### src/rtl/soc_trace_collector_pkg.sv
// rtl/soc_trace_collector_pkg.sv - shared types and constants for the trace event collector
package soc_trace_collector_pkg;

    localparam int EVT_CORE_W = 8;

    // addi x0,x0,K: rd=0, funct3=0, rs1=0, opcode=OP-IMM, imm[11:8]=0
    localparam logic [31:0] SIMCTRL_MASK  = 32'hF00F_FFFF;
    localparam logic [31:0] SIMCTRL_MATCH = 32'h0000_0013;

    localparam logic [7:0] K_EXIT   = 8'd1;
    localparam logic [7:0] K_REPORT = 8'd2;
    localparam logic [7:0] K_PUTC   = 8'd4;

    typedef struct packed {
        logic [EVT_CORE_W-1:0] core;
        logic [7:0]            code;
        logic [31:0]           arg;
        logic [31:0]           pc;
    } trace_event_t;

    function automatic logic is_simctrl(input logic [31:0] insn);
        return ((insn & SIMCTRL_MASK) == SIMCTRL_MATCH) && (insn[27:20] != 8'd0);
    endfunction

endpackage

### src/rtl/soc_trace_event_fifo.sv
// rtl/soc_trace_event_fifo.sv - synchronous FIFO of trace events with valid/ready read side
module soc_trace_event_fifo
    import soc_trace_collector_pkg::*;
#(
    parameter int DEPTH = 8
) (
    input  logic         clk,
    input  logic         resetn,
    input  logic         wr_valid,
    input  trace_event_t wr_data,
    output logic         full,
    output logic         rd_valid,
    input  logic         rd_ready,
    output trace_event_t rd_data
);

    localparam int AW = $clog2(DEPTH);

    trace_event_t   mem [DEPTH];
    logic [AW-1:0]  wr_ptr;
    logic [AW-1:0]  rd_ptr;
    logic [AW:0]    count;
    logic           push;
    logic           pop;

    assign full     = (count == (AW+1)'(DEPTH));
    assign rd_valid = (count != '0);
    assign rd_data  = mem[rd_ptr];
    assign pop      = rd_valid && rd_ready;
    // A pop in the same cycle frees the slot being written, so a full FIFO can still accept.
    assign push     = wr_valid && (!full || pop);

    always_ff @(posedge clk) begin
        if (push) begin
            mem[wr_ptr] <= wr_data;
        end
    end

    always_ff @(posedge clk) begin
        if (!resetn) begin
            wr_ptr <= '0;
            rd_ptr <= '0;
            count  <= '0;
        end else begin
            if (push) begin
                wr_ptr <= wr_ptr + 1'b1;
            end
            if (pop) begin
                rd_ptr <= rd_ptr + 1'b1;
            end
            if (push && !pop) begin
                count <= count + 1'b1;
            end else if (pop && !push) begin
                count <= count - 1'b1;
            end
        end
    end

endmodule

### src/rtl/soc_trace_event_collector.sv
// rtl/soc_trace_event_collector.sv - per-core simctrl decode, round-robin merge into one event FIFO
module soc_trace_event_collector
    import soc_trace_collector_pkg::*;
#(
    parameter int NUM_CORES  = 4,
    parameter int ARG_REG    = 3,
    parameter int FIFO_DEPTH = 8,
    parameter int CNT_W      = 16,
    localparam int CORE_W    = (NUM_CORES > 1) ? $clog2(NUM_CORES) : 1
) (
    input  logic                    clk,
    input  logic                    rst,
    input  logic [NUM_CORES-1:0]    trace_valid,
    input  logic [NUM_CORES*32-1:0] trace_pc,
    input  logic [NUM_CORES*32-1:0] trace_insn,
    input  logic [NUM_CORES-1:0]    trace_wben,
    input  logic [NUM_CORES*5-1:0]  trace_wbreg,
    input  logic [NUM_CORES*32-1:0] trace_wbdata,
    output logic                    evt_valid,
    input  logic                    evt_ready,
    output logic [CORE_W-1:0]       evt_core,
    output logic [7:0]              evt_code,
    output logic [31:0]             evt_arg,
    output logic [31:0]             evt_pc,
    output logic [NUM_CORES-1:0]    core_terminated,
    output logic                    all_terminated,
    output logic                    overflow,
    output logic [CNT_W-1:0]        drop_count
);

    logic [NUM_CORES-1:0] slot_valid;
    logic [NUM_CORES-1:0] grant_vec;
    logic [NUM_CORES-1:0] drop_req;
    logic [NUM_CORES-1:0] exit_hit;
    trace_event_t         slot_evt [NUM_CORES];

    logic                 fifo_full;
    logic                 can_accept;
    logic                 grant_any;
    logic [CORE_W-1:0]    grant_idx;
    logic [CORE_W-1:0]    rr_ptr;
    logic [CORE_W:0]      cand;
    logic [CORE_W:0]      drop_num;
    logic [CNT_W:0]       drop_sum;
    trace_event_t         head;
    logic                 unused_head_core;

    for (genvar i = 0; i < NUM_CORES; i++) begin : g_core
        logic [31:0]  insn;
        logic         match;
        logic [31:0]  shadow;
        logic         slot_v;
        trace_event_t slot_q;
        trace_event_t new_evt;

        assign insn     = trace_insn[32*i +: 32];
        assign match    = trace_valid[i] && is_simctrl(insn);
        // The argument is the shadow as it stood before this cycle's writeback.
        assign new_evt  = '{core: EVT_CORE_W'(i), code: insn[27:20], arg: shadow,
                            pc: trace_pc[32*i +: 32]};
        assign exit_hit[i]   = match && (insn[27:20] == K_EXIT);
        assign drop_req[i]   = match && slot_v && !grant_vec[i];
        assign slot_valid[i] = slot_v;
        assign slot_evt[i]   = slot_q;

        always_ff @(posedge clk) begin
            if (!rst) begin
                shadow <= '0;
                slot_v <= 1'b0;
                slot_q <= '0;
            end else begin
                if (trace_valid[i] && trace_wben[i] &&
                    (trace_wbreg[5*i +: 5] == 5'(ARG_REG))) begin
                    shadow <= trace_wbdata[32*i +: 32];
                end
                if (match && (!slot_v || grant_vec[i])) begin
                    slot_v <= 1'b1;
                    slot_q <= new_evt;
                end else if (grant_vec[i]) begin
                    slot_v <= 1'b0;
                end
            end
        end
    end

    assign can_accept = !fifo_full || (evt_valid && evt_ready);

    // Round-robin search starting at rr_ptr, wrapping modulo NUM_CORES.
    always_comb begin
        grant_any = 1'b0;
        grant_idx = '0;
        cand      = '0;
        for (int k = 0; k < NUM_CORES; k++) begin
            cand = {1'b0, rr_ptr} + (CORE_W+1)'(k);
            if (cand >= (CORE_W+1)'(NUM_CORES)) begin
                cand = cand - (CORE_W+1)'(NUM_CORES);
            end
            if (!grant_any && slot_valid[cand[CORE_W-1:0]]) begin
                grant_any = 1'b1;
                grant_idx = cand[CORE_W-1:0];
            end
        end
        grant_any = grant_any && can_accept;
    end

    assign grant_vec = grant_any ? (NUM_CORES'(1) << grant_idx) : '0;

    always_comb begin
        drop_num = '0;
        for (int i = 0; i < NUM_CORES; i++) begin
            drop_num = drop_num + {{CORE_W{1'b0}}, drop_req[i]};
        end
        drop_sum = {1'b0, drop_count} + {{(CNT_W-CORE_W){1'b0}}, drop_num};
    end

    always_ff @(posedge clk) begin
        if (!rst) begin
            rr_ptr          <= '0;
            core_terminated <= '0;
            all_terminated  <= 1'b0;
            overflow        <= 1'b0;
            drop_count      <= '0;
        end else begin
            if (grant_any) begin
                rr_ptr <= (grant_idx == CORE_W'(NUM_CORES-1)) ? '0 : grant_idx + 1'b1;
            end
            core_terminated <= core_terminated | exit_hit;
            all_terminated  <= &core_terminated;
            if (|drop_req) begin
                overflow <= 1'b1;
            end
            drop_count <= drop_sum[CNT_W] ? '1 : drop_sum[CNT_W-1:0];
        end
    end

    soc_trace_event_fifo #(
        .DEPTH (FIFO_DEPTH)
    ) u_fifo (
        .clk      (clk),
        .resetn   (rst),
        .wr_valid (grant_any),
        .wr_data  (slot_evt[grant_idx]),
        .full     (fifo_full),
        .rd_valid (evt_valid),
        .rd_ready (evt_ready),
        .rd_data  (head)
    );

    // Event fields read as zero whenever nothing is at the head.
    assign evt_core = evt_valid ? head.core[CORE_W-1:0] : '0;
    assign evt_code = evt_valid ? head.code : '0;
    assign evt_arg  = evt_valid ? head.arg  : '0;
    assign evt_pc   = evt_valid ? head.pc   : '0;
    assign unused_head_core = ^head.core;

endmodule

### config.mk
export PLATFORM = sky130hd
export DESIGN_NAME = soc_trace_event_collector
export DESIGN_NICKNAME = d
export VERILOG_FILES = /design/src/rtl/soc_trace_collector_pkg.sv /design/src/rtl/soc_trace_event_fifo.sv /design/src/rtl/soc_trace_event_collector.sv
export SDC_FILE = /design/constraint.sdc
export NUM_CORES = 2
export LEC_CHECK = 0
export BUFFER_PORTS_ARGS = -buffer_cell sky130_fd_sc_hd__buf_2
export CAP_MARGIN = 10
export CELL_PAD_IN_SITES_DETAIL_PLACEMENT = 1
export CELL_PAD_IN_SITES_GLOBAL_PLACEMENT = 2
export CORE_MARGIN = 3
export CORE_UTILIZATION = 40
export DETAILED_ROUTE_END_ITERATION = 10
export PLACE_DENSITY = 0.78
export SLEW_MARGIN = 20
export SYNTH_ARGS = -nofsm -noshare
export SYNTH_HDL_FRONTEND = slang
export SYNTH_SLANG_ARGS = --single-unit
### constraint.sdc
create_clock -name clk -period 10.83 [get_ports clk]
set_clock_uncertainty 0.2 [all_clocks]
set_input_delay 1.083 -clock clk [delete_from_list [all_inputs] [get_ports clk]]
set_output_delay 1.083 -clock clk [all_outputs]
set_load 0.02 [all_outputs]
== Yosys cells after proc, flatten, opt, wreduce, memory -nomap -nowiden ==
Memories as Yosys holds them, arrays and structs flattened. A register that Yosys moved wholly into a read port is not among the register bits.
Cells that the tools add are included.

* Flip-flop bits (word level): 457
* Bits in latches: 0
* Memory bits (writable): 640
* Memory bits (read-only): 0
* Output and inout bits: 97
* Logic and storage cells: 189
* Memories kept: 1

* $add $sub $neg: 16
* Multipliers: 0
* Divide/modulo/power cells: 0
* $lt $le $gt $ge: 9
* Eq/ne operators: 14
* Shift-type cells: 1
* Muxes and demuxes: 44
* Bitwise operators: 2
* Reductions and logical operators: 71

{| class="wikitable"
|+ Memories
! name !! depth !! bits a word !! rd ports !! clocked after memory_dff !! write ports !! RTL line !! text
|-
| u_fifo.mem || 8 || 80 || 1 || 1 || 1 || soc_trace_event_fifo.sv:19 || <nowiki>trace_event_t mem [DEPTH];</nowiki>
|}

{| class="wikitable"
|+ Operators with widths
! kind !! count
|-
| binary-select mux 80 bit (select 2 bit) || 1
|-
| two-way mux 80 bit || 2
|-
| equality test 24 x 5 -> 1 bit (second input constant) || 4
|-
| two-way mux 32 bit || 2
|-
| logical AND 1 bit || 40
|-
| equality test 8 x 1 -> 1 bit (second input constant) || 4
|-
| nonzero test 8 bit || 4
|-
| equality test 5 x 2 -> 1 bit (second input constant) || 4
|-
| two-way mux 2 bit || 10
|-
| two-way mux 1 bit || 18
|-
| adder 16 x 3 -> 17 bit || 1
|-
| two-way mux 16 bit || 1
|-
| zero test 1 bit || 14
|-
| >= comparator 3 bit (second input constant) || 4
|-
| < comparator 2 x 3 -> 1 bit (second input constant) || 4
|-
| two-way mux 4 bit || 3
|-
| nonzero test 2 bit || 5
|-
| binary-select mux 1 bit (select 2 bit) || 4
|-
| two-way mux 8 bit || 1
|-
| subtractor 2 x 1 -> 2 bit (second input constant) || 4
|-
| adder 2 x 2 -> 3 bit (second input constant) || 2
|-
| adder 3 x 1 -> 3 bit (second input constant) || 2
|-
| two-way mux 3 bit || 2
|-
| logical OR 1 bit || 5
|-
| other kinds (16) || 16
|}

== Logic depth before layout (Yosys ltp) ==
* Word-level depth: 23
* Gate-level depth with buffers: 21

== By module ==
A second synthesis with hierarchy kept.

* Cell total of the unflattened synthesis: 3,047
* Area, all modules: 44,198.6 µm²

{| class="wikitable"
|+ Modules (own cells, without submodules)
! module !! times used !! cells each !! area an instance (µm²)
|-
| soc_trace_event_fifo || 1 || 998 || 24,659.9
|-
| soc_trace_event_collector || 1 || 2,049 || 19,538.7
|}

== Worst setup path after synthesis ==
OpenSTA, ideal clock, no wires.

* Path type: input-to-reg
* Start: in evt_ready
* End: mem u_fifo.mem[2][0] in the netlist's numbering, enable pin
* Library setup time: 0.714 ns
* Arrival time: 8.997 ns
* Path slack: 0.919 ns
* Stages: 3
* Buffers on the path: 0
* Cell sequence: nand2b_1 o21ai_2 nor4b_1

* Word-level cells in the longest chain between the ends: 6

{| class="wikitable"
|+ RTL lines
! element !! RTL line !! text
|-
| from (decl) || soc_trace_event_collector.sv:20 || <nowiki>input logic evt_ready,</nowiki>
|-
| logical AND 1 bit * || soc_trace_event_fifo.sv:29, soc_trace_event_collector.sv:86 ||
|-
| logical OR 1 bit * || soc_trace_event_fifo.sv:31, soc_trace_event_collector.sv:86 ||
|-
| logical AND 1 bit || soc_trace_event_collector.sv:103 || <nowiki>grant_any = grant_any && can_accept;</nowiki>
|-
| logical AND 1 bit * || soc_trace_event_fifo.sv:31 || <nowiki>assign push = wr_valid && (!full || pop);</nowiki>
|-
| two-way mux 1 bit * || soc_trace_event_fifo.sv:34 || <nowiki>if (push) begin</nowiki>
|-
| two-way mux 1 bit (not written as such) * || soc_trace_event_fifo.sv:35 || <nowiki>mem[wr_ptr] <= wr_data;</nowiki>
|-
| to (decl) || soc_trace_event_fifo.sv:19 ||
|}

Mark *: on every way between the ends. The rest lies on a longest branch, timed or not.

==> impl_metrics.ini <==
[finish]
layout-drive-gt1-share_pct = 25.0
syn2layout_area_growth_pct = 17.3
final_cell_mix = edfxtp_1 (592), buf_2 (511), dfxtp_1 (457)
seqCellArea_um2 = 27000
multiInputGateArea_um2 = 14600
nFillCells = 10837
fin_nets = 4040
final_common_cell = edfxtp_1

[placed_design]
portBuffers = 511
gp_congestion = 0.779
dp_hpwl_um = 87300

[setup_path]
r2r_start = g_core[0].slot_v
path_cells = buf_4, buf_4, mux4_2, mux2i_1, nor2_1, buf_2
worstPathRequired_ns = 9.55
worstSetupEndpointType = output pin
path_max_fanout = 49
slowest_stage = buf_4
crit_top_cell = buf_4
reg2reg_slack_ns = 5.59
r2r_cells = 17
startpoint_type = flop
crit_path_max_incr_delay_ns = 0.91
cpLargestDelayFamily = buffers and inverters
path_buf_inv = 3
worstSetupPathType = reg2out
critPathArrivalTime_ns = 4.26
r2r_end = drop_count[1]

[global_routing]
grt_max_degree = 192
grt_pass1_wl_um = 199000
grt_overflow = 0
antenna_found_initial = 19
grt_pass1_vias = 29870
grt_util_all_layers_pct = 24.0

[floorplan]
fp.dieW_um = 333
num_rows = 119
die_y_um = 333
coreArea_um2 = 106000
die-area_um2 = 111000
start_util_pct = 40.5
ios = 512

[cts]
clock_path_buffers = 3
clk_pin_slew_ns = 0.06
cts_tree = yes
cts.repair.resized = 0
post_cts_buffers = 0
cts_root_buffer = clkbuf_16
cts_buffers = 110
worstSkewPairLatency_ns = 0.70
clock_sinks = 1052
h-tree-depth = 3
cts_hold_buf = 0

[power]
power_w = 0.00817
comb_power_share_pct = 1.7
seqPwrFrac_pct = 51.1
p_int_w = 0.00647
leakagePower_nw = 16.0
switching_power_w = 0.00170
irDropWorstVdd_uv = 158
power.density_nw_per_um2 = 163
p_clk_share_pct = 47.2
swShare_pct = 20.8

[min_path]
hold_class = reg2reg
min_path_cells = 2
holdCritStartpoint = g_core[0].shadow[25]
whs_endpoint = g_core[0].slot_q[57]

[synthesis]
synth_simple_gate_area_share_pct = 8.46
synth_top_flop_cell = edfxtp_1
synthMuxAreaShare_pct = 18.0
synth_top_family_by_area = multiplexers
syn_area_per_cell_um2 = 13.4
synth.distinct_cells = 53
syn_nets = 3625
yosysSeqAreaShare_pct = 63.2
yosys_warnings = 0
synth_compound_area_share_pct = 6.49
synth_area_um2 = 42700
synth-edff-count = 592
ys_seq_elements = 1052
synthCells = 3196
async_reset_ff_share_pct = 0
synthAdderAreaFrac_pct = 0.480
synth_xor_area_share_pct = 0.328

[timing]
fin_setup_tns_ns = 0
hold_viol = 0
rsz0062_at_grt = no
worst_pin_slew_ns = 1.17
whs_ns = 0.252
finalSetupViolCount = 0
finalMaxSlewViolations = 0
finalCritPeriodShare_pct = 51.1
relSlewSlack_pct = 22.0
post-route-min-period_ns = 5.54
clock.fmax_mhz = 181

[run_status]
status = completed

[detailed_routing]
first_pass_iters = 7
routedWlPerCell_um = 26.6
wl_um = 136000
ant_nets = 0
drt-vias-per-instance = 5.62
via_count = 28711
drt_iter0_drc = 1976
drc_errors = 0

[run]
drv_cap = 0
state kept, by name (all words and copies together) (netlist names), named ones only:
name             count
u_fifo.wr_ptr        3
core_terminated      4
u_fifo.mem         592
g_core.slot_v        4
drop_count          16
rr_ptr               2
u_fifo.rd_ptr        3
g_core.shadow      128
u_fifo.count         4
g_core.slot_q      291
overflow             1
all_terminated       1
stage by stage:
stage,cells,setup slack (ns),instance area [um^2],util [%]
floorplan,3196,0.919,42700,-
global placement,4890,5.49,46400,43.9
detailed placement,4890,5.39,46400,43.9
CTS,5099,5.07,50100,47.4
global route,5104,4.87,50100,47.4
finish,5108,5.29,50100,47.5
worst max-delay path by stage:
stage                       start               end  slack [ns]  cells past startpoint
global placement    trace_insn[3]     drop_count[1]        5.49                     13
finish                       flop       evt_arg[29]        5.29                      6
global route                 flop       evt_arg[29]        4.87                      6
floorplan               evt_ready  u_fifo.mem[2][0]        0.92                      3
CTS                          flop       evt_arg[29]        5.07                      6
detailed placement  trace_insn[3]     drop_count[1]        5.39                     13
cell families after synthesis:
family          after synthesis
fa+ha+maj                    14
xor+xnor                     16
buf+inv                     275
simple gates                786
flops                      1052
compound gates              469
mux                         584
layer usage:
layer	track usage, %	up-vias	share of wire, %
li1	-	12927	-
met1	33.2	14671	44
met2	38.7	933	47
met3	4.94	172	6.8
met4	6.64	8	2.6
met5	0	-	0.035
cells in the mapped netlist (3+ instances only):
library cell | n | area share, %
edfxtp_1 | 592 | 42
dfxtp_1 | 460 | 22
mux2i_1 | 436 | 10
a21oi_1 | 298 | 3.5
nand2_1 | 276 | 2.4
nor2_1 | 258 | 2.3
clkbuf_1 | 154 | 1.4
nand4_1 | 151 | 2.2
mux4_2 | 148 | 7.8
o31ai_1 | 144 | 2.5
buf_2 | 60 | 0.70
buf_6 | 21 | 0.55
buf_1 | 17 | 0.15
nor4_1 | 17 | 0.25
nor3_1 | 15 | 0.18
nand3_1 | 14 | 0.16
buf_4 | 11 | 0.19
ha_1 | 10 | 0.29
inv_1 | 9 | 0.079
nor4b_1 | 8 | 0.16
xnor2_1 | 8 | 0.16
xor2_1 | 8 | 0.16
and4_1 | 6 | 0.12
or3_1 | 6 | 0.088
or4_1 | 6 | 0.11
a31oi_1 | 5 | 0.073
nand2b_1 | 5 | 0.073
or2_2 | 5 | 0.073
fa_1 | 4 | 0.19
o21ai_0 | 4 | 0.047
a2111oi_0 | 3 | 0.062
a41oi_1 | 3 | 0.062
and2_1 | 3 | 0.044
and3_1 | 3 | 0.044
nor2b_1 | 3 | 0.044
power groups by stage:
stage / Sequential [W] / Combinational (W) / Clock (W)
after floorplan: 0.00426 / 0.0000328 / 0
after global placement: 0.00426 / 0.000140 / 0
after detailed placement: 0.00426 / 0.000141 / 0
after CTS: 0.00417 / 0.000141 / 0.00394
after global routing: 0.00417 / 0.000151 / 0.00411
final: 0.00418 / 0.000140 / 0.00386
area by class of cell:
cell class / count / share of cell area [%]
antenna: 9 / 0.0450
clock buffer: 130 / 5.83
clock inverter: 79 / 1.57
inverter: 12 / 0.120
multi-input combinational: 1869 / 29.1
sequential: 1052 / 53.9
tap: 1391 / 3.47
timing repair buffer: 566 / 5.95
tightest hold or removal path, cell delays in order, from the launching register on:
cell	delay [ns]
dfxtp_1	0.31
nand4_1	0.06
a21oi_1	0.05
No activity file was read; power rests on OpenSTA's default activity.
